### config.mk
export PLATFORM = sky130hd
export DESIGN_NAME = bin_frac_mult_arbiter_flat
export DESIGN_NICKNAME = d
export VERILOG_FILES = /design/src/rtl/bin_frac_mult_arbiter_if.sv /design/src/rtl/bin_frac_mult_arbiter.sv /design/src/flat_wrapper.sv
export SDC_FILE = /design/constraint.sdc
export NUM_CORES = 1
export LEC_CHECK = 0
export BUFFER_PORTS_ARGS = -buffer_cell sky130_fd_sc_hd__buf_4
export CORE_MARGIN = 3
export CORE_UTILIZATION = 45
export DETAILED_ROUTE_END_ITERATION = 16
export PLACE_DENSITY_LB_ADDON = 0.25
export SYNTH_ARGS = -nofsm -noshare
export SYNTH_HDL_FRONTEND = slang
export SYNTH_SLANG_ARGS = --single-unit
### constraint.sdc
create_clock -name clk -period 2.29 [get_ports clk]
set_input_delay 0.1145 -clock clk [delete_from_list [all_inputs] [get_ports clk]]
set_output_delay 0.1145 -clock clk [all_outputs]
set_load 0.005 [all_outputs]
### src/rtl/bin_frac_mult_arbiter_if.sv
// Bundles both requester ports, the shared response bus and the sequential
// multiplier handshake of bin_frac_mult_arbiter.
interface bin_frac_mult_arbiter_if #(
    parameter int W = 7
);
    logic             req0;
    logic [W-1:0]     a0;
    logic [W-1:0]     b0;
    logic             ack0;
    logic             req1;
    logic [W-1:0]     a1;
    logic [W-1:0]     b1;
    logic             ack1;
    logic             rsp_valid;
    logic             rsp_id;
    logic [2*W-1:0]   rsp_product;
    logic [W-1:0]     rsp_round;
    logic             rsp_err;
    logic             busy;
    logic             mult_start;
    logic [W-1:0]     mult_a;
    logic [W-1:0]     mult_b;
    logic             mult_done;
    logic [2*W-1:0]   mult_product;

    modport slave (
        input  req0, a0, b0, req1, a1, b1, mult_done, mult_product,
        output ack0, ack1, rsp_valid, rsp_id, rsp_product, rsp_round, rsp_err,
               busy, mult_start, mult_a, mult_b
    );

    modport master (
        output req0, a0, b0, req1, a1, b1, mult_done, mult_product,
        input  ack0, ack1, rsp_valid, rsp_id, rsp_product, rsp_round, rsp_err,
               busy, mult_start, mult_a, mult_b
    );
endinterface

### src/rtl/bin_frac_mult_arbiter.sv
// Round-robin sharing of one sequential Q0.W fractional multiplier between two
// requesters, with a post-start guard cycle against stale done and a timeout.
module bin_frac_mult_arbiter #(
    parameter int W       = 7,
    parameter int TIMEOUT = 32
) (
    input  logic                         clk,
    input  logic                         rst,
    bin_frac_mult_arbiter_if.slave       bus
);

    localparam int TW = (TIMEOUT > 2) ? $clog2(TIMEOUT) : 1;
    localparam logic [TW-1:0] TMAX     = TW'(TIMEOUT - 1);
    localparam logic [TW-1:0] TIMER_1  = TW'(1);

    typedef enum logic [2:0] {
        S_IDLE  = 3'd0,
        S_START = 3'd1,
        S_GUARD = 3'd2,
        S_WAIT  = 3'd3,
        S_RESP  = 3'd4
    } state_t;

    state_t            r_state;
    state_t            w_next;
    logic              w_grant_vld;
    logic              w_grant_id;
    logic              w_timeout_hit;

    logic              r_last_grant;
    logic [TW-1:0]     r_timer;
    logic [W-1:0]      r_mult_a;
    logic [W-1:0]      r_mult_b;
    logic              r_mult_start;
    logic              r_busy;
    logic              r_rsp_valid;
    logic              r_ack0;
    logic              r_ack1;
    logic              r_rsp_id;
    logic [2*W-1:0]    r_rsp_product;
    logic [W-1:0]      r_rsp_round;
    logic              r_rsp_err;

    // Round half-up of the upper fraction; saturates instead of wrapping.
    function automatic logic [W-1:0] round_frac(input logic [2*W-1:0] p);
        logic [W:0] s;
        s = {1'b0, p[2*W-1:W]} + {{W{1'b0}}, p[W-1]};
        if (s[W]) begin
            round_frac = {W{1'b1}};
        end else begin
            round_frac = s[W-1:0];
        end
    endfunction

    // State register.
    always_ff @(posedge clk) begin
        if (rst) begin
            r_state <= S_IDLE;
        end else begin
            r_state <= w_next;
        end
    end

    // Next-state decode and round-robin grant selection.
    always_comb begin
        w_next        = r_state;
        w_grant_vld   = bus.req0 | bus.req1;
        w_timeout_hit = (r_timer == TMAX);
        if (bus.req0 && bus.req1) begin
            w_grant_id = ~r_last_grant;
        end else begin
            w_grant_id = bus.req1;
        end
        case (r_state)
            S_IDLE: begin
                if (w_grant_vld) begin
                    w_next = S_START;
                end else begin
                    w_next = S_IDLE;
                end
            end
            S_START: w_next = S_GUARD;
            S_GUARD: w_next = S_WAIT;
            S_WAIT: begin
                if (bus.mult_done || w_timeout_hit) begin
                    w_next = S_RESP;
                end else begin
                    w_next = S_WAIT;
                end
            end
            S_RESP:  w_next = S_IDLE;
            default: w_next = S_IDLE;
        endcase
    end

    // Operand latch, timer, result capture and registered handshake outputs.
    always_ff @(posedge clk) begin
        if (rst) begin
            r_last_grant  <= 1'b1;
            r_timer       <= {TW{1'b0}};
            r_mult_a      <= {W{1'b0}};
            r_mult_b      <= {W{1'b0}};
            r_mult_start  <= 1'b0;
            r_busy        <= 1'b0;
            r_rsp_valid   <= 1'b0;
            r_ack0        <= 1'b0;
            r_ack1        <= 1'b0;
            r_rsp_id      <= 1'b0;
            r_rsp_product <= {(2*W){1'b0}};
            r_rsp_round   <= {W{1'b0}};
            r_rsp_err     <= 1'b0;
        end else begin
            case (r_state)
                S_IDLE: begin
                    if (w_grant_vld) begin
                        r_mult_a     <= w_grant_id ? bus.a1 : bus.a0;
                        r_mult_b     <= w_grant_id ? bus.b1 : bus.b0;
                        r_rsp_id     <= w_grant_id;
                        r_last_grant <= w_grant_id;
                    end
                end
                S_START: r_timer <= {TW{1'b0}};
                S_WAIT: begin
                    if (bus.mult_done) begin
                        r_rsp_product <= bus.mult_product;
                        r_rsp_round   <= round_frac(bus.mult_product);
                        r_rsp_err     <= 1'b0;
                    end else if (w_timeout_hit) begin
                        r_rsp_product <= {(2*W){1'b0}};
                        r_rsp_round   <= {W{1'b0}};
                        r_rsp_err     <= 1'b1;
                    end else begin
                        r_timer <= r_timer + TIMER_1;
                    end
                end
                default: ;
            endcase
            // Outputs are registered from the next state so they align with it.
            r_mult_start <= (w_next == S_START);
            r_busy       <= (w_next != S_IDLE);
            r_rsp_valid  <= (w_next == S_RESP);
            r_ack0       <= (w_next == S_RESP) && !r_rsp_id;
            r_ack1       <= (w_next == S_RESP) &&  r_rsp_id;
        end
    end

    assign bus.mult_start  = r_mult_start;
    assign bus.mult_a      = r_mult_a;
    assign bus.mult_b      = r_mult_b;
    assign bus.busy        = r_busy;
    assign bus.rsp_valid   = r_rsp_valid;
    assign bus.ack0        = r_ack0;
    assign bus.ack1        = r_ack1;
    assign bus.rsp_id      = r_rsp_id;
    assign bus.rsp_product = r_rsp_product;
    assign bus.rsp_round   = r_rsp_round;
    assign bus.rsp_err     = r_rsp_err;

endmodule

### src/flat_wrapper.sv
// flat-port wrapper written by rule: the top's interface ports become plain ports
module bin_frac_mult_arbiter_flat 
#(
    parameter int W       = 7,
    parameter int TIMEOUT = 32
)
  (clk, rst, bus_req0, bus_a0, bus_b0, bus_req1, bus_a1, bus_b1, bus_mult_done, bus_mult_product, bus_ack0, bus_ack1, bus_rsp_valid, bus_rsp_id, bus_rsp_product, bus_rsp_round, bus_rsp_err, bus_busy, bus_mult_start, bus_mult_a, bus_mult_b);
  bin_frac_mult_arbiter_if #(.W(W)) bus_i ();
  input  logic clk;
  input  logic rst;
  input wire logic [$bits(bus_i.req0)-1:0] bus_req0;
  input wire logic [$bits(bus_i.a0)-1:0] bus_a0;
  input wire logic [$bits(bus_i.b0)-1:0] bus_b0;
  input wire logic [$bits(bus_i.req1)-1:0] bus_req1;
  input wire logic [$bits(bus_i.a1)-1:0] bus_a1;
  input wire logic [$bits(bus_i.b1)-1:0] bus_b1;
  input wire logic [$bits(bus_i.mult_done)-1:0] bus_mult_done;
  input wire logic [$bits(bus_i.mult_product)-1:0] bus_mult_product;
  output wire logic [$bits(bus_i.ack0)-1:0] bus_ack0;
  output wire logic [$bits(bus_i.ack1)-1:0] bus_ack1;
  output wire logic [$bits(bus_i.rsp_valid)-1:0] bus_rsp_valid;
  output wire logic [$bits(bus_i.rsp_id)-1:0] bus_rsp_id;
  output wire logic [$bits(bus_i.rsp_product)-1:0] bus_rsp_product;
  output wire logic [$bits(bus_i.rsp_round)-1:0] bus_rsp_round;
  output wire logic [$bits(bus_i.rsp_err)-1:0] bus_rsp_err;
  output wire logic [$bits(bus_i.busy)-1:0] bus_busy;
  output wire logic [$bits(bus_i.mult_start)-1:0] bus_mult_start;
  output wire logic [$bits(bus_i.mult_a)-1:0] bus_mult_a;
  output wire logic [$bits(bus_i.mult_b)-1:0] bus_mult_b;
  assign bus_i.req0 = bus_req0;
  assign bus_i.a0 = bus_a0;
  assign bus_i.b0 = bus_b0;
  assign bus_i.req1 = bus_req1;
  assign bus_i.a1 = bus_a1;
  assign bus_i.b1 = bus_b1;
  assign bus_i.mult_done = bus_mult_done;
  assign bus_i.mult_product = bus_mult_product;
  assign bus_ack0 = bus_i.ack0;
  assign bus_ack1 = bus_i.ack1;
  assign bus_rsp_valid = bus_i.rsp_valid;
  assign bus_rsp_id = bus_i.rsp_id;
  assign bus_rsp_product = bus_i.rsp_product;
  assign bus_rsp_round = bus_i.rsp_round;
  assign bus_rsp_err = bus_i.rsp_err;
  assign bus_busy = bus_i.busy;
  assign bus_mult_start = bus_i.mult_start;
  assign bus_mult_a = bus_i.mult_a;
  assign bus_mult_b = bus_i.mult_b;
  bin_frac_mult_arbiter #(.W(W), .TIMEOUT(TIMEOUT)) u_core (.clk(clk), .rst(rst), .bus(bus_i));
endmodule
# ---- Yosys cells after proc, flatten, opt, wreduce, memory -nomap -nowiden
# Cells that the tools add are included.
dict set report totals {
  reg_bits 51
  output_inout_bits 42
}
dict set report classes {
  n_addsub 2
  eq_ne 8
  n_mux 16
  bitwise_logic 2
  reduce_logical 12
}
# op n
set ops {}
lappend ops {{$mux W7} 5}
lappend ops {{$mux W14} 2}
lappend ops {{$pmux W3 S4} 1}
lappend ops {{$mux W5} 2}
lappend ops {{$pmux W5 S2} 1}
lappend ops {{$add A7 B1 Y8} 1}
lappend ops {{$eq A3 B1 Y1 const B} 2}
lappend ops {{$eq A3 B2 Y1 const B} 2}
lappend ops {{$add A5 B1 Y5 const B} 1}
lappend ops {{$eq A5 B5 Y1 const B} 1}
lappend ops {{$mux W1} 4}
lappend ops {{$ne A2 B2 Y1 const B} 2}
lappend ops {{$reduce_and A2 Y1} 2}
lappend ops {{$reduce_bool A2 Y1} 2}
lappend ops {{$eq A3 B3 Y1 const B} 1}
lappend ops {{$logic_and A1 B1 Y1} 3}
lappend ops {{$logic_not A3 Y1} 1}
lappend ops {{$mux W3} 1}
lappend ops {{$reduce_and A3 Y1} 1}
lappend ops {{$reduce_bool A3 Y1} 1}
lappend ops {{$logic_not A1 Y1} 1}
lappend ops {{$logic_or A1 B1 Y1} 1}
lappend ops {{$not A1 Y1} 1}
lappend ops {{$or A1 B1 Y1} 1}

# ---- Logic depth before layout (Yosys ltp)
# Gate-level depths: netlist (run 1).
dict set report depth {
  depth_word 6
  depth_mapped 7
  mapped_depth_nobuf 7
}

# ---- Worst setup path before layout (run 1)
# Ideal clock, no wire load.
dict set report synth_path {
  path_type {register to register}
  startpoint {register u_core.r_timer[0]}
  endpoint {register u_core.r_timer[0]}
  setup_ns 0.128
  t_arrival_ns 1.594
  setup_slack_ns 0.568
  path_stages_with_launch 8
  period_less_slack_ns 1.722
  cell_sequence {dfxtp_1 -> ha_1 -> and3_1 -> ha_1 -> o21a_1 -> or2_2 -> a21oi_1 -> nor2_1}
}
dict set report synth_via {
  elab_chain_len 4
}
# item line_no
set synth_rtl {}
lappend synth_rtl {{start, declared} bin_frac_mult_arbiter.sv:31} ;# logic [TW-1:0] r_timer;
lappend synth_rtl {{start signal, assigned} bin_frac_mult_arbiter.sv:100} ;# r_timer <= {TW{1'b0}};
lappend synth_rtl {{start signal, assigned} bin_frac_mult_arbiter.sv:122} ;# S_START: r_timer <= {TW{1'b0}};
lappend synth_rtl {{start signal, assigned} bin_frac_mult_arbiter.sv:133} ;# r_timer <= r_timer + TIMER_1;
lappend synth_rtl {{$add A5 B1 Y5} bin_frac_mult_arbiter.sv:133}
lappend synth_rtl {{$mux W5} bin_frac_mult_arbiter.sv:128} ;# end else if (w_timeout_hit) begin
lappend synth_rtl {{$mux W5} bin_frac_mult_arbiter.sv:124} ;# if (bus.mult_done) begin
lappend synth_rtl {{$pmux W5 S2} bin_frac_mult_arbiter.sv:113} ;# case (r_state)
# Parallel ways exist; a longest one is shown, timed or not. The select of a mux whose other input is x is not followed.
# A chain may end at the register's enable or synchronous reset.

# ---- Final worst setup path (run 1)
# Same ends and word-level chain as after synthesis.

==> run metrics, run 1 <==
Worst Path Required=2.47 ns; routability cong.=0.759; count of cell types in the netlist=35; most frequent cells in the layout=buf_4 (92), dfxtp_1 (51), nor2_1 (36); first-pass GRT wire length=7710 um; initial antenna violation count=0; critical path peak fanout=5; Skew-Pair Late Insertion Delay=0.30 ns; Buf+Inv Stages, Crit Path=0; clock root cell=clkbuf_8; Fin Setup TNS=0 ns; FFs w/ async S/R, synth=0%; number of remaining DRC errors=0; skew final=0.00551 ns; maximum vdd drop=0.458 mV; Design Power=2.03 mW; share of the synthesized area in the top cell type=47.3%; H-tree depth=2; hold crit path type=in2reg; die width=75.3 um; area post-placement=2810 um^2; Lkg Pwr=1.28 nW; Slew @ Worst Pin=0.631 ns; Avg Cell Area, Syn=9.91 um^2; WP data arrival=2.01 ns; total die area=5670 um^2; Ports=89; post-synthesis net count=269; Synth Area in Adders=2.32%; Clock Tree Buf Depth=2; core region area=4500 um^2; clk slew on worst S/H paths=0.09 ns; ys flop type=dfxtp_1; critical path startpoint category=flip-flop; fmax=547 MHz; Top delay family on crit path=simple AND/OR/NAND/NOR gates; max-cap violations=0; CP endpoint kind=flip-flop; Wirelength per Cell=13.9 um; # rows=24; Setup violations, final=0; # Post-CTS Setup Buffers=0; hold_buf cts=0; largest net degree at the start of global routing=49; RSZ-0062 raised after global routing=no; All-Layer GR Usage=17.7%; mux contribution to synthesized area=6.49%; final worst slack=0.461 ns; initial DRC count=115; TritonCTS clock tree=yes; cells taking the most area after synthesis=dfxtp_1 (47%), mux2i_1 (6.5%), nor2_1 (6.3%), a22oi_1 (5.2%), a211oi_1 (3.8%); Area Growth Syn to Fin=35.7%; Final Hold Vio Count=0; vias in the first global route=1741; Yosys warnings=0; Synth Area in Compound Gates=21.4%; Slew Limit Fails=0; Vias/cell=5.31; worst path cell trace=ha_1 -> and3_1 -> ha_1 -> o21a_1 -> or2_2 -> a21oi_1 -> nor2_1; pre-CTS WS=0.474 ns; slowest stage delay, CP=0.34 ns; slowest cell on the critical path=dfxtp_1; fin crit share=79.9%; Worst Setup Path Type=reg2reg; Mapped Cells=218; Final ANT Viol Nets=0; relative slew slack=57.8%; Final Cell Area=2930 um^2; status=complete, no violations; Pre-Repair DR Iteration Count=4; Filler Cells Inserted=413; leading area contributor after synthesis=dfxtp_1; grt total ovfl=0; P per Cell Area=694 nW/um^2; PostCTS Resize Cnt=0; xor/xnor cell area share of the yosys netlist=2.03%; Initial Util=47.9%; Detail Placement HPWL=3600 um; fin nets=355; synthesized cell area=2160 um^2; main combinational cell family by area after synthesis=compound AO/OA/AOI/OAI gates; CTS Buf Count=5; clock sink count=51; Seq cells post-synth=51; IO Port Bufs=88; sequential area share after synthesis=47.3%; CP most frequent cell=ha_1; Post-Synth Simple-Gate Area=15.6%; fraction of layout cells with a size suffix above 1=36.7%; die height=75.3 um; commonest non-fill, non-tap cell in the layout=buf_4; Final Critical Period=1.83 ns; Post-synth EDFFs=0; antenna cells=0; Via Count=1896; final wirelength=4960 um
-- cells in the mapped netlist, drive strengths merged (4+ instances only) --
cell type / n
nor2: 36
nand3: 6
a21oi: 13
clkbuf: 4
dfxtp: 51
nor3: 4
mux2i: 14
buf: 9
a22oi: 15
a211oi: 17
nor2b: 4
o21ai: 6
nand2: 6
ha: 4
-- area by class of cell --
type                    count  area, um^2  share of cell area (%)
repair buffers             92         691                    23.6
clock inverters             2        35.0                    1.20
inverters                   1        3.75                   0.128
well taps                  52        65.1                    2.22
flip-flops and latches     51        1020                    34.8
clock buffers               6        82.6                    2.82
multi-input cells         153        1030                    35.3
-- per-stage QoR --
step | hold slack, ns | instances | util, %
floorplan | 0.263 | 218 | -
global placement | 0.350 | 349 | 62.5
detailed placement | 0.358 | 349 | 62.5
CTS | 0.0411 | 357 | 65.1
global route | 0.0518 | 357 | 65.1
finish | 0.0421 | 357 | 65.1
-- state kept, by name, summed over array words and instances (netlist names) --
name,cells
u_core.bus.rsp_err,1
u_core.bus.ack0,1
u_core.bus.rsp_id,1
u_core.bus.rsp_round,7
u_core.r_timer,5
u_core.r_state,3
u_core.bus.busy,1
u_core.bus.ack1,1
u_core.bus.rsp_valid,1
u_core.bus.mult_a,7
u_core.bus.mult_b,7
u_core.bus.mult_start,1
u_core.bus.rsp_product,14
u_core.r_last_grant,1
-- tightest hold or removal path, delay by kind of cell --
family	cells	cell delay [ns]
AND/OR/NAND/NOR	1	0.07
AO/OA/AOI/OAI	1	0.05
buffers and inverters	1	0.08
-- kinds of logic (layout without fill, tap and decap cells) --
family	count (synthesis)	after routing
fa+ha+maj	4	4
simple gates	68	68
mux	14	14
compound gates	62	62
xor+xnor	5	5
flops	51	51
buf+inv	14	101
-- report_power, final --
part,total (mW),internal [mW],switching [mW]
Clock,0.641,0.354,0.287
Sequential,0.994,0.951,0.0428
Combinational,0.400,0.213,0.187
-- worst paths after layout --
kind / from / endpoint / slack (ns) / cells after the start
setup / recovery: u_core.r_timer[0] / u_core.r_timer[0] / 0.46 / 7
hold / removal: bus_mult_product[4] / u_core.bus.rsp_product[4] / 0.04 / 3
setup reg to reg: u_core.r_timer[0] / u_core.r_timer[0] / 0.46 / 7
hold reg to reg: u_core.bus.rsp_err / u_core.bus.rsp_err / 0.47 / 2
-- routing by layer --
metal	GRT usage [%]	routed length, um
met4	7.77	113
met3	4.27	381
met5	0	0
met1	21.6	2190
met2	29.7	2280
Note: power is estimated with default switching activity, not from simulation.
==> inputs of run 2 (changes only) <==
--- a/config.mk
+++ b/config.mk
@@ -5,6 +5,7 @@
 export SDC_FILE = /design/constraint.sdc
 export NUM_CORES = 1
 export LEC_CHECK = 0
+export ABC_AREA = 1
 export BUFFER_PORTS_ARGS = -buffer_cell sky130_fd_sc_hd__buf_4
 export CORE_MARGIN = 3
 export CORE_UTILIZATION = 45
==> constraint.sdc (replaced) <==
create_clock -name clk -period 1.8 [get_ports clk]
set_input_delay 0.09 -clock clk [delete_from_list [all_inputs] [get_ports clk]]
set_output_delay 0.09 -clock clk [all_outputs]
set_load 0.005 [all_outputs]
==> run 2 against run 1 <==
  * Non-clock buffer count shrank 1
  * Sequential share of layout area decreased by 1.3 points
  * Routed wire length grew 5.1%
  * Clock power grew 3%
  * Via count rose by 15%
  * Sequential cell count did not move
  * Final area up 4.0%
  * Sequential power rose by 27%
  * Worst setup slack worse by 0.32 ns
  * Largest power group unchanged
==> run metrics, run 2 <==
critical path startpoint category=flip-flop; Slew Limit Fails=0; fin nets=447; fin crit share=92.1%; Mapped Cells=312; Worst Path Required=2.03 ns; Pre-Repair DR Iteration Count=4; Seq pwr share=51.6%; Seq cells post-synth=51; Skew-Pair Late Insertion Delay=0.30 ns; Yosys warnings=0; hold crit path type=in2reg; final wirelength=5210 um; CTS Buf Count=5; Lkg Pwr=1.41 nW; Ports=89; Design Power=2.45 mW; # rows=25; slowest cell on the critical path=dfxtp_1; All-Layer GR Usage=18.3%; Setup violations, final=0; Avg Cell Area, Syn=7.27 um^2; largest net degree at the start of global routing=46; met2 WL=2540 um; count of cell types in the netlist=27; uppermost layer routed=met4; total die area=5930 um^2; sequential area share after synthesis=45.0%; fmax=603 MHz; Clock power frac=26.9%; Initial Util=47.4%; core region area=4790 um^2; # Post-CTS Setup Buffers=0; share of the synthesized area in the top cell type=45.0%; Combinational Power Share=21.5%; hold_buf cts=0; Post-synth EDFFs=0; Clock Tree Buf Depth=2; clk slew on worst S/H paths=0.10 ns; Vias/cell=4.70; post-synthesis net count=363; Sequential Area=1020 um^2; most frequent cell after synthesis=nand2_1; TritonCTS clock tree=yes; met1 WL=2210 um; Via Count=2180; CP endpoint kind=flip-flop; Hold Crit Depth=3; antenna cells=0; DR WL met3=415 um; Final Hold Vio Count=0; slowest stage delay, CP=0.34 ns; area of the multi-input gates=1050 um^2; commonest non-fill, non-tap cell in the layout=nand2_1; commonest cells in the netlist=nand2_1 (96), dfxtp_1 (51), a21oi_1 (37), nor2_1 (26), inv_1 (25); P per Cell Area=802 nW/um^2; ys flop type=dfxtp_1; most frequent cells in the layout=nand2_1 (96), buf_4 (90), dfxtp_1 (51); FF-to-FF path depth=10; FFs w/ async S/R, synth=0%; cells taking the most area after synthesis=dfxtp_1 (45%), nand2_1 (16%), a21oi_1 (8.2%), nor2_1 (4.3%), inv_1 (4.1%); initial DRC count=96; Final Critical Period=1.66 ns; Slew @ Worst Pin=0.502 ns; worst path cell trace=ha_1 -> nand2_1 -> nor2_1 -> ha_1 -> nor2_4 -> nor2_2 -> inv_2 -> buf_12 -> nand2_1 -> a21oi_1; fraction of layout cells with a size suffix above 1=30.7%; Psw=0.714 mW; Util after Layout=63.7%; maximum vdd drop=0.399 mV; Fin Setup TNS=0 ns; pre-CTS WS=0.114 ns; final worst slack=0.142 ns; synthesized cell area=2270 um^2; FF-to-FF setup slack=0.14 ns; Wirelength per Cell=11.2 um; PostCTS Resize Cnt=0; P_int=1.73 mW; status=complete, no violations; hold_sp=bus_mult_product[3]; initial antenna violation count=0; Buf+Inv Stages, Crit Path=2; leading area contributor after synthesis=dfxtp_1; H-tree depth=2; skew final=0.00844 ns; grt total ovfl=0; worst reg2reg endpoint=u_core.bus.rsp_round[4]; Area Growth Syn to Fin=34.3%; Top delay family on crit path=adder cells; clock root cell=clkbuf_8; critical path peak fanout=20; die width=77.0 um; clock sink count=51; routability cong.=0.819; Worst Hold End=u_core.bus.rsp_product[3]; die height=77.0 um; Largest register FFs=14; first-pass GRT wire length=9030 um; Switching Share=29.2%; Filler Cells Inserted=446; R2R Path Start=u_core.r_timer[1]; Detail Placement HPWL=3890 um; IO Port Bufs=88; vias in the first global route=2111; max-cap violations=0; WP data arrival=1.88 ns; relative slew slack=66.4%; number of remaining DRC errors=0; Worst Setup Path Type=reg2reg; Final ANT Viol Nets=0
## run 2: cell types whose count changed in the layout (fill, tap and decap cells not counted), moves of 6 or more
cell,before,now
a21oi_1,13,37
nor2_1,36,25
a22oi_1,15,0
nand2_2,0,6
a211oi_2,6,0
nand2_1,6,96
o21ai_0,5,18
inv_1,1,25
a211oi_1,11,0
mux2i_1,14,0
## run 2: worst max path at each step
stage                                 start                         to  slack, ns  cells after the start
after detailed placement  u_core.r_timer[0]    u_core.bus.rsp_round[4]       0.11                     10
after CTS                 u_core.r_timer[1]    u_core.bus.rsp_round[4]       0.09                     10
after global placement    u_core.r_timer[0]    u_core.bus.rsp_round[4]       0.19                     10
after floorplan           u_core.r_timer[0]    u_core.bus.rsp_round[6]       0.26                     10
after global routing      u_core.r_timer[1]  u_core.bus.rsp_product[0]      -0.02                     10
final                     u_core.r_timer[1]    u_core.bus.rsp_round[4]       0.14                     10
## run 2: kinds of logic after synthesis
kind of cell / Yosys count / synth area share, %
xor+xnor: 1 / 0.386
compound gates: 69 / 17.1
fa+ha+maj: 4 / 2.21
buf+inv: 43 / 9.26
flops: 51 / 45.0
simple gates: 144 / 26.0
## run 2: worst reg2reg max path: cells and delay by family (launching register included)
family / cells / cell delay (ns)
compound gates: 1 / 0.16
simple gates: 5 / 0.41
flops: 1 / 0.34
fa+ha+maj: 2 / 0.40
buf+inv: 2 / 0.27
## run 2: layout make-up
class | count | area share, %
sequential | 51 | 33.5
tap | 67 | 2.75
timing repair buffer | 91 | 22.8
clock buffer | 5 | 2.26
clock inverter | 3 | 0.821
multi-input combinational | 218 | 34.3
inverter | 29 | 3.57
## run 2: per-stage QoR
step                cell area, um^2  std cells  hold WS [ns]
floorplan                      2270        312         0.237
global placement               2950        456         0.358
detailed placement             2950        456         0.363
CTS                            3040        464        0.0269
global route                   3050        464        0.0298
finish                         3050        464        0.0385
## run 2: power by group through the flow
| stage | clock (mW) | combinational, mW | sequential [mW] |
|---|---|---|---|
| 2_1_floorplan | 0 | 0.309 | 1.28 |
| 3_3_place_gp | 0 | 0.521 | 1.28 |
| 3_5_place_dp | 0 | 0.530 | 1.28 |
| 4_1_cts | 0.681 | 0.531 | 1.26 |
| 5_1_grt | 0.730 | 0.592 | 1.27 |
| 6_report | 0.659 | 0.526 | 1.26 |
## run 2: routing by layer
layer / vias up / global-route usage, %
met5: - / 0
met4: 0 / 6.05
met3: 4 / 5.05
met2: 78 / 31.9
met1: 944 / 21.5
li1: 1154 / -
==> inputs of run 3 (changes only) <==
--- a/config.mk
+++ b/config.mk
@@ -5,10 +5,10 @@
 export SDC_FILE = /design/constraint.sdc
 export NUM_CORES = 1
 export LEC_CHECK = 0
-export ABC_AREA = 1
+export ABC_AREA = 0
 export BUFFER_PORTS_ARGS = -buffer_cell sky130_fd_sc_hd__buf_4
 export CORE_MARGIN = 3
-export CORE_UTILIZATION = 45
+export CORE_UTILIZATION = 47
 export DETAILED_ROUTE_END_ITERATION = 16
 export PLACE_DENSITY_LB_ADDON = 0.25
 export SYNTH_ARGS = -nofsm -noshare
==> run 3 against run 2 <==
  * Sequential cell count did not move
  * Combinational power rose by 2%
  * Utilization rose by 4.6 points
  * First-iteration DRC count fell by 11%
  * Power barely moved
  * Sequential power barely moved
  * Final area fell by 1.8%
  * Critical endpoint is now u_core.r_timer[3]
  * Worst setup slack improved by 0.018 ns
  * Critical path depth fell by 3
  * Highest routed layer unchanged
  * Maximum frequency rose by 1.1%
  * Global-route usage rose by 0.24 points
  * Sequential share of layout area rose by 0.62 points
==> run metrics, run 3 (synthesis results as in run 1) <==
Final Critical Period=1.64 ns; IO Port Bufs=88; clock sink count=51; Slew Limit Fails=0; Combinational Power Share=22.1%; relative slew slack=65.5%; die width=73.8 um; clk slew on worst S/H paths=0.09 ns; Initial Util=49.3%; skew final=0.00925 ns; number of remaining DRC errors=0; Largest register FFs=14; Ports=89; Clock power frac=26.2%; critical path startpoint category=flip-flop; first-pass GRT wire length=7910 um; total die area=5440 um^2; Vias/cell=5.30; Psw=0.670 mW; Hold Crit Depth=3; initial antenna violation count=0; All-Layer GR Usage=18.5%; Util after Layout=68.3%; Wirelength per Cell=13.9 um; FF-to-FF path depth=7; routability cong.=0.820; Final Cell Area=2990 um^2; status=complete, no violations; clock root cell=clkbuf_8; Final Hold Vio Count=0; CTS Buf Count=5; Pre-Repair DR Iteration Count=4; CP endpoint kind=flip-flop; Design Power=2.45 mW; Via Count=1914; fin nets=359; P_int=1.78 mW; Area Growth Syn to Fin=38.6%; TritonCTS clock tree=yes; H-tree depth=2; P per Cell Area=817 nW/um^2; Skew-Pair Late Insertion Delay=0.30 ns; max-cap violations=0; area post-placement=2850 um^2; Lkg Pwr=1.29 nW; Switching Share=27.4%; die height=73.8 um; core region area=4380 um^2; antenna cells=0; critical path peak fanout=5; Clock Tree Buf Depth=2; Filler Cells Inserted=386; Seq pwr share=51.7%; # rows=24; final wirelength=5010 um; Worst Path Required=1.99 ns; grt total ovfl=0; Detail Placement HPWL=3650 um; Worst Setup Path Type=reg2reg; hold_ws=0.0162 ns; commonest non-fill, non-tap cell in the layout=buf_4; WP data arrival=1.83 ns; Non-Filler Instances=361; vias in the first global route=1798; most frequent cells in the layout=buf_4 (94), dfxtp_1 (51), nor2_1 (36); Setup violations, final=0; hold crit path type=in2reg; fin crit share=91.1%; largest net degree at the start of global routing=49; maximum vdd drop=0.493 mV; Slew @ Worst Pin=0.518 ns; initial DRC count=85; fmax=610 MHz; placed insts=352; Final ANT Viol Nets=0; fraction of layout cells with a size suffix above 1=39.2%
run 3: changes by cell type in the layout (fill, tap and decap cells not counted), sizes merged, moves of 3 or more:
cell / change
nor2b: +4
and3: +3
a21oi: -28
o21ai: -19
inv: -28
a211oi: +17
a22oi: +15
mux2i: +14
buf: +5
nand3: -4
nor2: +6
nand2: -96
a22o: +3
run 3: path summary, 6_finish.rpt:
kind | from | to | slack (ns)
max | u_core.r_timer[0] | u_core.r_timer[3] | 0.16
min | bus_mult_product[4] | u_core.bus.rsp_product[4] | 0.02
max reg2reg | u_core.r_timer[0] | u_core.r_timer[3] | 0.16
min reg2reg | u_core.bus.rsp_round[2] | u_core.bus.rsp_round[2] | 0.46
run 3: stage by stage:
step | TNS, ns | setup slack, ns
after global routing | -0.00495 | -0.00495
after global placement | 0 | 0.0484
after floorplan | 0 | 0.0785
after CTS | 0 | 0.000610
after detailed placement | 0 | 0.0143
final | 0 | 0.160
run 3: what timing repair did:
item | in CTS | in global routing
pin swaps | 0 | 1
hold buffers | 0 | 0
setup endpoints to repair | 1 | 24
resized for setup | 1 | 8
cloned | 0 | 0
setup buffers | 0 | 1
run 3: metal layers:
| metal | vias to the layer above | routed length, um | GRT usage (%) |
|---|---|---|---|
| met3 | 7 | 440 | 6.16 |
| li1 | 969 | - | - |
| met2 | 63 | 2460 | 31.2 |
| met5 | - | 0 | 0 |
| met4 | 0 | 65 | 6.44 |
| met1 | 875 | 2040 | 21.8 |
run 3: power by group through the flow:
stage | clock [mW] | sequential (mW) | combinational, mW
floorplan | 0 | 1.29 | 0.290
global placement | 0 | 1.29 | 0.521
detailed placement | 0 | 1.29 | 0.533
CTS | 0.669 | 1.26 | 0.535
global route | 0.710 | 1.28 | 0.596
finish | 0.641 | 1.27 | 0.539
run 3: cell type report:
cell class	count	area, um^2	area share (%)
clock inverter	3	20.0	0.669
clock buffer	5	68.8	2.30
timing repair buffer	96	737	24.6
multi-input combinational	153	1080	36.0
tap	52	65.1	2.17
sequential	51	1020	34.1
inverter	1	3.75	0.125
run 3: worst max-delay path: stages, from the launching register on:
cell and delay (ns):
dfxtp_1 0.33, ha_1 0.21, and3_4 0.19, ha_4 0.17
o21a_4 0.21, nor3_1 0.23, xnor2_1 0.14, nor2_1 0.05
